<file path="config.mk">
export PLATFORM = sky130hd
export DESIGN_NAME = ifu_fetch
export DESIGN_NICKNAME = d
export VERILOG_FILES = /design/src/rtl/rv_xbus_pkg.sv /design/src/rtl/fetch_fifo.sv /design/src/rtl/ifu_fetch.sv
export SDC_FILE = /design/constraint.sdc
export NUM_CORES = 1
export LEC_CHECK = 0
export BUFFER_PORTS_ARGS = -buffer_cell sky130_fd_sc_hd__buf_2
export CORE_MARGIN = 2
export CORE_UTILIZATION = 52
export DETAILED_ROUTE_END_ITERATION = 12
export PLACE_DENSITY = 0.85
export SLEW_MARGIN = 10
export SYNTH_ARGS = -nofsm -noshare
export SYNTH_HDL_FRONTEND = slang
export SYNTH_SLANG_ARGS = --single-unit
export TNS_END_PERCENT = 50
</file>
<file path="constraint.sdc">
create_clock -name clk -period 2.5 [get_ports clk]
set_input_delay 0.5 -clock clk [delete_from_list [all_inputs] [get_ports clk]]
set_output_delay 0.5 -clock clk [all_outputs]
set_load 0.01 [all_outputs]
</file>
<file path="src/rtl/rv_xbus_pkg.sv">
// rtl/rv_xbus_pkg.sv - shared xbus widths, fetch FSM states and fetch buffer entry type
package rv_xbus_pkg;

   localparam int         XLEN        = 32;
   localparam logic [3:0] XBUS_BE_ALL = 4'hF;

   typedef enum logic {
      IDLE  = 1'b0,
      FETCH = 1'b1
   } fetch_state_e;

   typedef struct packed {
      logic [XLEN-1:0] pc;
      logic [XLEN-1:0] inst;
   } fetch_entry_t;

endpackage

</file>
<file path="src/rtl/fetch_fifo.sv">
// rtl/fetch_fifo.sv - small flushable FIFO of fetch entries with registered head
module fetch_fifo
   import rv_xbus_pkg::*;
#(
   parameter  int DEPTH = 2,
   localparam int AW    = $clog2(DEPTH),
   localparam int CW    = $clog2(DEPTH + 1)
) (
   input  logic         clk,
   input  logic         rst_n,
   input  logic         push_i,
   input  fetch_entry_t push_data_i,
   input  logic         pop_i,
   input  logic         flush_i,
   output logic         head_valid_o,
   output fetch_entry_t head_data_o,
   output logic [CW-1:0] count_o
);

   fetch_entry_t  mem_q [DEPTH];
   logic [AW-1:0] rptr_q, rptr_d;
   logic [AW-1:0] wptr_q, wptr_d;
   logic [CW-1:0] count_q, count_d;
   logic          push_en;
   logic          pop_en;
   logic          full;

   // A flush discards any same-cycle write; the head is consumed by the flush anyway.
   assign push_en = push_i & ~flush_i;
   assign pop_en  = pop_i & (count_q != '0);
   assign full    = (count_q == CW'(DEPTH));

   assign head_valid_o = (count_q != '0);
   assign head_data_o  = mem_q[rptr_q];
   assign count_o      = count_q;

   // Pointer and occupancy next-state; pointers wrap naturally since DEPTH is a power of two.
   always_comb begin
      rptr_d  = rptr_q;
      wptr_d  = wptr_q;
      count_d = count_q;
      if (flush_i) begin
         rptr_d  = '0;
         wptr_d  = '0;
         count_d = '0;
      end else begin
         if (push_en) wptr_d = wptr_q + AW'(1);
         if (pop_en)  rptr_d = rptr_q + AW'(1);
         count_d = count_q + CW'(push_en) - CW'(pop_en);
      end
   end

   // Storage and pointer registers; storage is cleared so an empty head reads as zero after reset.
   always_ff @(posedge clk or negedge rst_n) begin
      if (!rst_n) begin
         for (int i = 0; i < DEPTH; i++) mem_q[i] <= '0;
         rptr_q  <= '0;
         wptr_q  <= '0;
         count_q <= '0;
      end else begin
         if (push_en) mem_q[wptr_q] <= push_data_i;
         rptr_q  <= rptr_d;
         wptr_q  <= wptr_d;
         count_q <= count_d;
      end
   end

   a_no_overflow: assert property (@(posedge clk) disable iff (!rst_n)
      !(push_en && !pop_en && full));

endmodule

</file>
<file path="src/rtl/ifu_fetch.sv">
// rtl/ifu_fetch.sv - instruction fetch front end: sequential xbus reads into a decode-facing FIFO
module ifu_fetch
   import rv_xbus_pkg::*;
#(
   parameter logic [XLEN-1:0] RESET_PC   = 32'h0000_0000,
   parameter int              FIFO_DEPTH = 2
) (
   input  logic            clk,
   input  logic            rst_n,
   input  logic            fetch_en,
   input  logic            redirect_valid,
   input  logic [XLEN-1:0] redirect_pc,
   output logic            xbus_cs,
   output logic            xbus_we,
   output logic [3:0]      xbus_be,
   output logic [XLEN-1:0] xbus_addr,
   output logic [XLEN-1:0] xbus_wdata,
   input  logic [XLEN-1:0] xbus_rdata,
   output logic            inst_valid,
   input  logic            inst_ready,
   output logic [XLEN-1:0] inst_data,
   output logic [XLEN-1:0] inst_pc
);

   localparam int CW  = $clog2(FIFO_DEPTH + 1);
   localparam int CW1 = CW + 1;

   fetch_state_e    state_q, state_d;
   logic [XLEN-1:0] pc_q, pc_d;
   logic [XLEN-1:0] req_pc_q, req_pc_d;
   logic            inflight_q, inflight_d;
   logic            issue;
   logic            deq;
   logic            push;
   logic [CW-1:0]   fifo_count;
   logic [CW1-1:0]  credits_used;
   logic [CW1-1:0]  credits_avail;
   fetch_entry_t    push_entry;
   fetch_entry_t    head_entry;

   // A request may only go out if its word is guaranteed a FIFO slot when it returns.
   assign deq           = inst_valid & inst_ready;
   assign credits_used  = {1'b0, fifo_count} + CW1'(inflight_q);
   assign credits_avail = CW1'(FIFO_DEPTH) + CW1'(deq);

   // Returning word is captured unless a redirect makes it stale.
   assign push       = inflight_q & ~redirect_valid;
   assign push_entry = '{pc: req_pc_q, inst: xbus_rdata};

   assign xbus_cs    = issue;
   assign xbus_we    = 1'b0;
   assign xbus_be    = XBUS_BE_ALL;
   assign xbus_addr  = pc_q;
   assign xbus_wdata = '0;

   assign inst_pc    = head_entry.pc;
   assign inst_data  = head_entry.inst;

   // FSM next state, issue decision and fetch PC update.
   always_comb begin
      state_d    = state_q;
      pc_d       = pc_q;
      req_pc_d   = req_pc_q;
      inflight_d = 1'b0;
      issue      = 1'b0;
      case (state_q)
         IDLE:    if (fetch_en)  state_d = FETCH;
         FETCH:   if (!fetch_en) state_d = IDLE;
         default: state_d = IDLE;
      endcase
      if ((state_q == FETCH) && fetch_en && !redirect_valid && (credits_used < credits_avail))
         issue = 1'b1;
      if (redirect_valid) begin
         pc_d = redirect_pc & ~32'h3;
      end else if (issue) begin
         pc_d     = pc_q + 32'd4;
         req_pc_d = pc_q;
      end
      inflight_d = issue;
   end

   // Fetch state, PC and outstanding-request registers.
   always_ff @(posedge clk or negedge rst_n) begin
      if (!rst_n) begin
         state_q    <= IDLE;
         pc_q       <= RESET_PC;
         req_pc_q   <= '0;
         inflight_q <= 1'b0;
      end else begin
         state_q    <= state_d;
         pc_q       <= pc_d;
         req_pc_q   <= req_pc_d;
         inflight_q <= inflight_d;
      end
   end

   fetch_fifo #(
      .DEPTH (FIFO_DEPTH)
   ) u_fifo (
      .clk          (clk),
      .rst_n        (rst_n),
      .push_i       (push),
      .push_data_i  (push_entry),
      .pop_i        (deq),
      .flush_i      (redirect_valid),
      .head_valid_o (inst_valid),
      .head_data_o  (head_entry),
      .count_o      (fifo_count)
   );

endmodule

</file>
==> summary.md <==
| Metric | Value |
|---|---|
| Overall Power | `between 10 and 15 mW` |
| Layout Nets | `just over 900` |
| Core Region | `0.0166 mm²` |
| Post-synth top cells | `mux2_2, dfrtp_1, buf_4` |
| Final Core Density | `0.627` |
| Setup CP Type | `register to primary output` |
| CP Capture Type | `primary output` |
| Vias in the first global route | `5816` |
| Reg power frac | `0.438` |
| FP Rows | `47` |
| Top cell type's share of synthesized area | `0.537` |
| CTS tree | `built` |
| Num CTS Buffers | `17` |
| Port Buffer Count | `160` |
| Clock Skew | `between 0.008 and 0.009 ns` |
| H-tree levels | `4` |
| Fin area | `~0.010 mm²` |
| DRC viols | `0` |
| EDFF count, synth | `0` |
| Finished Layout Cells | `about 1100` |
| Setup-failing EPs final | `0` |
| Detail Route Antenna Nets | `0` |
| Dpl cells | `1032` |
| Syn Area/Cell | `~13 µm²` |
| Clock latency on the worst-skew pair | `about 0.42 ns` |
| Run status | `completed` |
| Setup WS pre-CTS | `0.202 ns` |
| Clk slew on worst S/H paths | `0.07 ns` |
| Multi-input logic area | `0.00379 mm²` |
| Final worst slack | `between 0.1 and 0.15 ns` |
| FFs w/ async S/R, synth | `1.00` |
| Hold/Removal Path Class | `input pin to async pin` |
| Die area | `roughly 0.018 mm²` |
| Max-cap violations | `0` |
| Hold violation count in the final report | `0` |
| Filler Cells Inserted | `roughly 1300` |
| Die Y | `135 µm` |
| Power Dens Cells | `1030 mW/mm²` |
| Crit start category | `register` |
| Vias per cell | `roughly 5.4` |
| Synth warn | `0` |
| Cells on worst reg2reg path | `9` |
| Aggregate global routing overflow | `0` |
| Placed cell area | `~0.01 mm²` |
| Ratio of cells with drive above 1 in the final layout | `0.518` |
| P_int | `7.46 mW` |
| FF/Latch Area | `between 0.004 and 0.005 mm²` |
| Detail Placement HPWL | `between 10 and 15 mm` |
| Seq/Total Area, Yosys | `0.537` |
| Worst reg2reg path endpoint | `xbus_addr[12]$_DFFE_PN0P_` |
| Layout area overhead | `17.7%` |
| Gr usage total | `0.211` |
| Synth Register Bits | `190` |
| Maximum root-to-sink buffer count | `2` |
| Post-synth top area cell | `dfrtp_1` |
| CP required | `roughly 2.0 ns` |
| Fin crit share | `0.941` |
| Synth top area cells | `dfrtp_1, mux2_2, buf_4` |
| First-pass DRT Iterations | `4` |
| Initial core utilization | `0.532` |
| CTS Hold Bufs | `0` |
| Fin. max-slew vios | `0` |
| First-pass GRT wire length | `roughly 30 mm` |
| Post-synthesis cell type count | `39` |
| FMAX | `approximately 430 MHz` |
| Comb pwr share | `0.318` |
| Clock sink total | `190` |
| Sw power | `between 3 and 4 mW` |
| R2R Setup Slk | `0.32 ns` |
| Via count | `~5700` |
| WHS | `0.0566 ns` |
| Root Buffer Master | `clkbuf_16` |
| # IOs | `204` |
| Average routed wire per standard cell | `around 18 µm` |
| Post-synthesis cell count | `just under 700` |
| Slew @ Worst Pin | `0.602 ns` |
| Peak VDD IR | `about 0.00065 V` |
| Fin Setup TNS | `0 ns` |
| Antenna violations before repair | `1` |
| CP Max Fanout | `3` |
| Die width | `roughly 130 µm` |
| Cell with the most instances after synthesis | `mux2_2` |
| Synth Flop Type | `dfrtp_1` |
| Final GP Congestion | `roughly 0.83` |
| Sw frac | `0.307` |
| Largest net degree at the start of global routing | `a little under 70` |
| Worst r2r src | `inflight_q$_DFF_PN0_` |
| Clock share of power | `0.244` |
| Slew Limit Headroom | `0.595` |
| Drt first-iter violations | `about 320` |
| Leak | `between 4 and 5 nW` |
| RSZ-0062 raised after global routing | `false` |
| Crit path arrival time | `between 1.5 and 2 ns` |
| Post-Syn Area | `roughly 0.0089 mm²` |
| Final wirelength | `18.9 mm` |
| Fin crit period | `about 2.4 ns` |
cell type report:
class	count	area share
sequential	190	0.456
multi-input combinational	442	0.364
timing repair buffer	177	0.0971
clock buffer	18	0.0412
tap	220	0.0264
clock inverter	13	0.0134
inverter	5	0.00180
antenna	1	0.000240
routing by layer:
layer | track usage | wire [µm]
met1 | 0.278 | 8200
met2 | 0.346 | 9260
met3 | 0.0533 | 1050
met4 | 0.0696 | 347
met5 | 0 | 0
worst max-delay path: stages (launching register included):
cell and delay [ns]:
dfrtp_1 0.41, ha_1 0.21, ha_1 0.28, o21ai_1 0.12
nand2_2 0.13, nor2_4 0.14, buf_2 0.14
cell usage in the layout, fill, tap and decap left out, types with 6 or more instances in the layout:
master	count
nor3_1	7
dfrtp_1	189
buf_4	11
buf_2	159
nand2_1	35
nand4_1	15
xnor2_1	15
conb_1	41
o21ai_0	26
mux2_2	217
clkbuf_16	17
nand3_1	12
buf_12	6
xor2_1	15
nor4_1	8
nor2_1	7
power by group through the flow:
stage / logic, mW / registers (mW) / clock network, mW
floorplan: 2.36 / 4.56 / 0
CTS: 3.47 / 4.71 / 2.68
detailed placement: 3.44 / 4.77 / 0
global placement: 3.34 / 4.69 / 0
global route: 3.72 / 4.85 / 2.82
finish: 3.42 / 4.72 / 2.63
how the worst max path moves through the flow:
stage                                     from                       end  slack, ns  cells after the start
final                     inflight_q$_DFF_PN0_                   xbus_cs       0.15                      6
after floorplan           inflight_q$_DFF_PN0_                   xbus_cs       0.31                      7
after global routing      inflight_q$_DFF_PN0_                   xbus_cs       0.02                      6
after CTS                 inflight_q$_DFF_PN0_                   xbus_cs       0.10                      6
after global placement    inflight_q$_DFF_PN0_  req_pc_q[16]$_DFFE_PN0P_       0.25                      7
after detailed placement  inflight_q$_DFF_PN0_  req_pc_q[15]$_DFFE_PN0P_       0.20                      7
kinds of logic (layout without fill, tap and decap cells):
family / count (synthesis) / after routing / synth area share
AOI/OAI and AO/OA: 34 / 34 / 0.0201
xor gates and xnor gates: 30 / 30 / 0.0297
adders and majority gates: 5 / 5 / 0.00706
buffers and inverters: 81 / 213 / 0.0545
DFF: 190 / 190 / 0.537
muxes: 218 / 218 / 0.277
other: 2 / 42 / 0.000848
and+or+nand+nor: 114 / 114 / 0.0742
sequential cells by signal, summed over array words and instances, names as in the netlist:
name and cells:
inflight_q 1, xbus_addr 30, req_pc_q 30, u_fifo.wptr_q 1
u_fifo.mem_q 124, u_fifo.count_o 2, u_fifo.rptr_q 1, state_q 1
what timing repair did:
| action | CTS | global route |
|---|---|---|
| setup buffers | 2 | 0 |
| setup endpoints to repair | 1 | 0 |
| resized for setup | 2 | 0 |
Power figures use the tool's default switching activity.
